$ cat src/rtl/gcd_pkg.sv
// gcd_pkg
// Shared definitions for the subtractive-Euclid GCD engine.
//   WIDTH_DEFAULT : default operand/result width in bits
//   state_e       : engine states (LOAD, CALC, DONE)
package gcd_pkg;

    localparam int WIDTH_DEFAULT = 16;

    // LOAD spends one edge settling after reset release, CALC iterates,
    // DONE holds the answer until the parent pulses reset again.
    typedef enum logic [1:0] {
        LOAD = 2'd0,
        CALC = 2'd1,
        DONE = 2'd2
    } state_e;

endpackage

$ cat src/rtl/gcd_step.sv
// gcd_step
// One combinational compare/subtract step of the subtractive Euclid algorithm.
// Ports:
//   x_i, y_i       : current operand pair
//   next_x_o       : x after this step (x-y when x>y, else unchanged)
//   next_y_o       : y after this step (y-x when y>x, else unchanged)
//   done_o         : high when the pair is terminal (a zero operand, or x==y)
//   result_o       : GCD when done_o is high; zero whenever either operand is zero
module gcd_step
    import gcd_pkg::*;
#(
    parameter int WIDTH = WIDTH_DEFAULT
) (
    input  logic [WIDTH-1:0] x_i,
    input  logic [WIDTH-1:0] y_i,
    output logic [WIDTH-1:0] next_x_o,
    output logic [WIDTH-1:0] next_y_o,
    output logic             done_o,
    output logic [WIDTH-1:0] result_o
);

    // Priority matters: a zero operand is checked first so that (0,0) reports
    // 0 rather than falling into the equal branch, and so that a single zero
    // never leaves the engine subtracting zero forever. The subtraction always
    // takes larger minus smaller, so it cannot wrap.
    always_comb begin
        next_x_o = x_i;
        next_y_o = y_i;
        done_o   = 1'b0;
        result_o = '0;
        if ((x_i == '0) || (y_i == '0)) begin
            done_o = 1'b1;
        end else if (x_i == y_i) begin
            done_o   = 1'b1;
            result_o = x_i;
        end else if (x_i > y_i) begin
            next_x_o = x_i - y_i;
        end else begin
            next_y_o = y_i - x_i;
        end
    end

endmodule

$ cat src/rtl/gcd.sv
// gcd
// Sequential GCD engine. Operands are captured on every edge while rst is low;
// after release it performs one subtraction per clock and then raises rdy with
// the result on xo, holding both until the next reset.
// Ports:
//   clk : system clock, rising-edge
//   rst : synchronous active-low reset / operand load strobe
//   xi  : operand X (unsigned, sampled while rst=0)
//   yi  : operand Y (unsigned, sampled while rst=0)
//   xo  : GCD result, valid when rdy=1 (zero otherwise)
//   rdy : done flag, rises once per computation
module gcd
    import gcd_pkg::*;
#(
    parameter int WIDTH = WIDTH_DEFAULT
) (
    input  logic             clk,
    input  logic             rst,
    input  logic [WIDTH-1:0] xi,
    input  logic [WIDTH-1:0] yi,
    output logic [WIDTH-1:0] xo,
    output logic             rdy
);

    logic [WIDTH-1:0] x_q;
    logic [WIDTH-1:0] y_q;
    logic [WIDTH-1:0] xo_q;
    logic             rdy_q;
    state_e           state_q;

    logic [WIDTH-1:0] x_d;
    logic [WIDTH-1:0] y_d;
    logic             stepDone;
    logic [WIDTH-1:0] stepResult;

    // The arithmetic lives in its own leaf so the register/FSM shell below
    // only decides when a step is committed.
    gcd_step #(
        .WIDTH(WIDTH)
    ) u_step (
        .x_i      (x_q),
        .y_i      (y_q),
        .next_x_o (x_d),
        .next_y_o (y_d),
        .done_o   (stepDone),
        .result_o (stepResult)
    );

    // Reset doubles as the operand load: every low edge recaptures xi/yi and
    // clears the outputs, so the last low edge defines the operands and a
    // mid-run reset abandons the old computation. xo and rdy are only ever
    // written together, which keeps xo at zero while rdy is low. DONE is
    // sticky; only reset leaves it.
    always_ff @(posedge clk) begin
        if (!rst) begin
            x_q     <= xi;
            y_q     <= yi;
            xo_q    <= '0;
            rdy_q   <= 1'b0;
            state_q <= LOAD;
        end else begin
            case (state_q)
                LOAD: begin
                    state_q <= CALC;
                end
                CALC: begin
                    if (stepDone) begin
                        xo_q    <= stepResult;
                        rdy_q   <= 1'b1;
                        state_q <= DONE;
                    end else begin
                        x_q <= x_d;
                        y_q <= y_d;
                    end
                end
                DONE: begin
                    state_q <= DONE;
                end
                default: begin
                    state_q <= LOAD;
                end
            endcase
        end
    end

    assign xo  = xo_q;
    assign rdy = rdy_q;

endmodule

$ cat config.mk
export PLATFORM = sky130hd
export DESIGN_NAME = gcd
export DESIGN_NICKNAME = d
export VERILOG_FILES = /design/src/rtl/gcd_pkg.sv /design/src/rtl/gcd_step.sv /design/src/rtl/gcd.sv
export SDC_FILE = /design/constraint.sdc
export NUM_CORES = 1
export LEC_CHECK = 0
export ABC_AREA = 0
export CORE_ASPECT_RATIO = 0.6
export CORE_MARGIN = 1
export CORE_UTILIZATION = 50
export CTS_CLUSTER_DIAMETER = 60
export DETAILED_ROUTE_END_ITERATION = 8
export PLACE_DENSITY_LB_ADDON = 0.15
export SETUP_SLACK_MARGIN = 0.5
export SYNTH_ARGS = -nofsm -noshare
export SYNTH_HDL_FRONTEND = slang
export SYNTH_HIERARCHICAL = 1
export SYNTH_SLANG_ARGS = --single-unit
$ cat constraint.sdc
create_clock -name clk -period 3.8 [get_ports clk]
set_clock_uncertainty 0.2 [all_clocks]
set_input_delay 0.38 -clock clk [delete_from_list [all_inputs] [get_ports clk]]
set_output_delay 0.38 -clock clk [all_outputs]
set_load 0.01 [all_outputs]
==> flow_summary.json <==
{
  "clock.fmax_mhz": 305.4,
  "path_clk_slew_ns": 0.07,
  "reg2reg_slack_ns": 0.53,
  "grt_pass1_vias": 3780,
  "drv_cap": 0,
  "gr-usage-met2_pct": 38.98,
  "synth-seq-area-share_pct": 29.79,
  "period_minus_slack_ns": 3.275,
  "top_usage_layer": "met1",
  "start_kind": "flop",
  "clk_latency_ns": 0.30,
  "routed_wl_um": 13510,
  "cts_tree": "yes",
  "crit_chain": "inv_2 -> ha_4 -> nand3_2 -> or4_4 -> or4_4 -> nand2b_4 -> or2_4 -> buf_6 -> mux2_2 -> mux2_2",
  "nets": 622,
  "arrival_ns": 3.12,
  "antenna_found_initial": 0,
  "io_pins": 51,
  "finalWorstSetupSlack_ns": 0.5254,
  "grt_max_degree": 51,
  "post-place-ws_ns": 0.2972,
  "ys_warn_count": 6,
  "portBuffers": 50,
  "die_w_um": 124.5,
  "post_synth.cell_area_avg_um2": 9.095,
  "hold_viol": 0,
  "routedWlPerCell_um": 20.28,
  "via_per_inst": 6.071,
  "slowest_delay_ns": 0.45,
  "setup_viol_count_final": 0,
  "worstPathRequired_ns": 3.65,
  "slowest_stage": "or4_4",
  "drtAntennaViolNets": 0,
  "htreeDepth": 2,
  "ys_ff_latch": 51,
  "synth_nets": 564,
  "synth_area_mm2": 0.004502,
  "start_util_pct": 52.22,
  "ys_async_sr_fraction_pct": 0,
  "grt.met1_usage_pct": 44.77,
  "worstMarginPinSlew_ns": 1.089,
  "core_mm2": 0.008621,
  "rsz0062_at_grt": "true",
  "synth-edff-count": 32,
  "fill_cells": 727,
  "fin_setup_tns_ns": 0,
  "maxSlewViolCount": 0,
  "hold_buffers": 0,
  "hold_path_class": "flop to flop",
  "outcome": "complete, no violations",
  "ys_dominant_reg_cell": "edfxtp_1",
  "clock_path_buffers": 2,
  "cts-root-buf": "clkbuf_16",
  "cts_num_sinks": 51,
  "grt_overflow": 0,
  "hpwl_um": 9996,
  "grt_pass1_wl_um": 20670,
  "syn_inst": 495,
  "slew_headroom_pct": 27.42,
  "grt_usage_pct": 28.87,
  "n_antenna_cell": 0,
  "firstDrtPassIters": 5,
  "drc": 0,
  "end_kind": "flop",
  "syn_to_final_growth_pct": 22.57,
  "detailedRoute.firstIterationViolations": 414,
  "crit_path_max_fanout": 5,
  "die_area_mm2": 0.009400,
  "fin_crit_sh_pct": 86.17,
  "ys_types": 59,
  "cts_buffers": 5,
  "path_class": "flop to flop",
  "fp.dieH_um": 75.50,
  "gp_congestion": 0.9851,
  "final_layout_size_suffix_gt1_share_pct": 21.84,
  "route.vias.total": 4043,
  "fp-row-count": 26,
  "grt_use_met3_pct": 8.287
}
==> flip-flops by register name (all words and copies together), names as in the netlist <==
signal	flops
y_q	16
xo	16
rdy	1
x_q	16
state_q	2
==> per-layer routing <==
| metal | vias up | wire [um] | part of all wire [%] |
|---|---|---|---|
| met3 | 10 | 1494 | 11 |
| met1 | 1926 | 6883 | 51 |
| met5 | - | 0 | 0 |
| met2 | 202 | 5035 | 37 |
| met4 | 0 | 96 | 0.71 |
| li1 | 1905 | - | - |
==> Yosys cell counts (all sizes together), types with 2 or more instances <==
cell type / instances / share of area (%)
mux2i: 29 / 6.4
o31ai: 3 / 0.50
and3: 2 / 0.28
nand4: 20 / 2.8
a21o: 10 / 1.7
nand2b: 8 / 1.3
ha: 33 / 9.2
o21bai: 2 / 0.33
fa: 2 / 0.89
nor3b: 2 / 0.33
a21oi: 29 / 3.2
nor4: 8 / 1.1
buf: 20 / 3.7
o21a: 10 / 1.7
clkbuf: 18 / 1.5
o211ai: 4 / 0.67
nor2: 12 / 1.0
or4: 2 / 0.50
o21ai: 30 / 3.3
mux2: 39 / 9.9
edfxtp: 32 / 21
nor2b: 4 / 0.61
inv: 37 / 3.1
nor3: 19 / 2.1
xnor2: 9 / 1.8
and2: 3 / 0.47
o2bb2ai: 2 / 0.39
and4: 2 / 0.39
a211oi: 5 / 0.83
dfxtp: 19 / 8.4
a221oi: 2 / 0.39
nand2: 41 / 3.5
nand3: 11 / 1.2
xor2: 12 / 2.3
==> area by class of cell <==
class / instances / area (um2) / area share (%)
multi-input cells: 369 / 2947 / 53.40
inverters: 37 / 138.9 / 2.517
clock inverters: 2 / 15.01 / 0.2721
well taps: 112 / 140.1 / 2.540
repair buffers: 89 / 807.0 / 14.63
clock buffers: 6 / 128.9 / 2.336
flip-flops and latches: 51 / 1341 / 24.31
==> final timing paths <==
kind,from,to,cells past startpoint
max,x_q[11],y_q[12],10
min,xo[12],xo[12],2
max reg2reg,x_q[11],y_q[12],10
min reg2reg,xo[12],xo[12],2
==> metrics by stage <==
step	instance area (um2)	hold slack [ns]	cells	util (%)
after global routing	5518	0.2776	666	64.01
final	5518	0.2573	666	64.01
after floorplan	4508	0.2380	495	-
after CTS	5328	0.2594	656	61.80
after detailed placement	5055	0.2408	639	58.64
after global placement	5055	0.2386	639	58.64
==> repair_timing <==
action	in CTS	in global routing
setup buffers	9	10
resized for setup	12	25
hold endpoints to repair	0	0
pin swaps	2	4
gates cloned	0	0
endpoints found under the setup margin	52	56
==> cell usage in the layout (no fill, tap or decap), drive strengths merged, types with 12 or more instances in the layout <==
cell	synthesis	routed
nor2	12	12
nand2	41	41
mux2i	29	29
nor3	19	19
clkdlybuf4s50	0	49
dfxtp	19	19
inv	37	39
a21oi	29	29
buf	20	40
o21ai	30	30
nand4	20	20
mux2	39	39
xor2	12	12
ha	33	33
edfxtp	32	32
==> critical path: cells and delay by family, from the launching register on <==
| kind | cells | cell delay (ns) |
|---|---|---|
| simple gates | 5 | 1.27 |
| buf+inv | 2 | 0.22 |
| mux | 2 | 0.62 |
| flops | 1 | 0.42 |
| fa+ha+maj | 1 | 0.29 |
==> kinds of logic (layout without fill, tap and decap cells) <==
| group | after synthesis | after routing | synth area share, % |
|---|---|---|---|
| simple gates | 136 | 136 | 15.87 |
| compound gates | 109 | 109 | 15.51 |
| buf+inv | 75 | 134 | 8.310 |
| mux | 68 | 68 | 16.37 |
| flops | 51 | 51 | 29.79 |
| fa+ha+maj | 35 | 35 | 10.06 |
| xor+xnor | 21 | 21 | 4.086 |
Power is left out: the tool's default activity adds up to more than one toggle a clock period on the data nets, which glitch-free logic cannot reach.
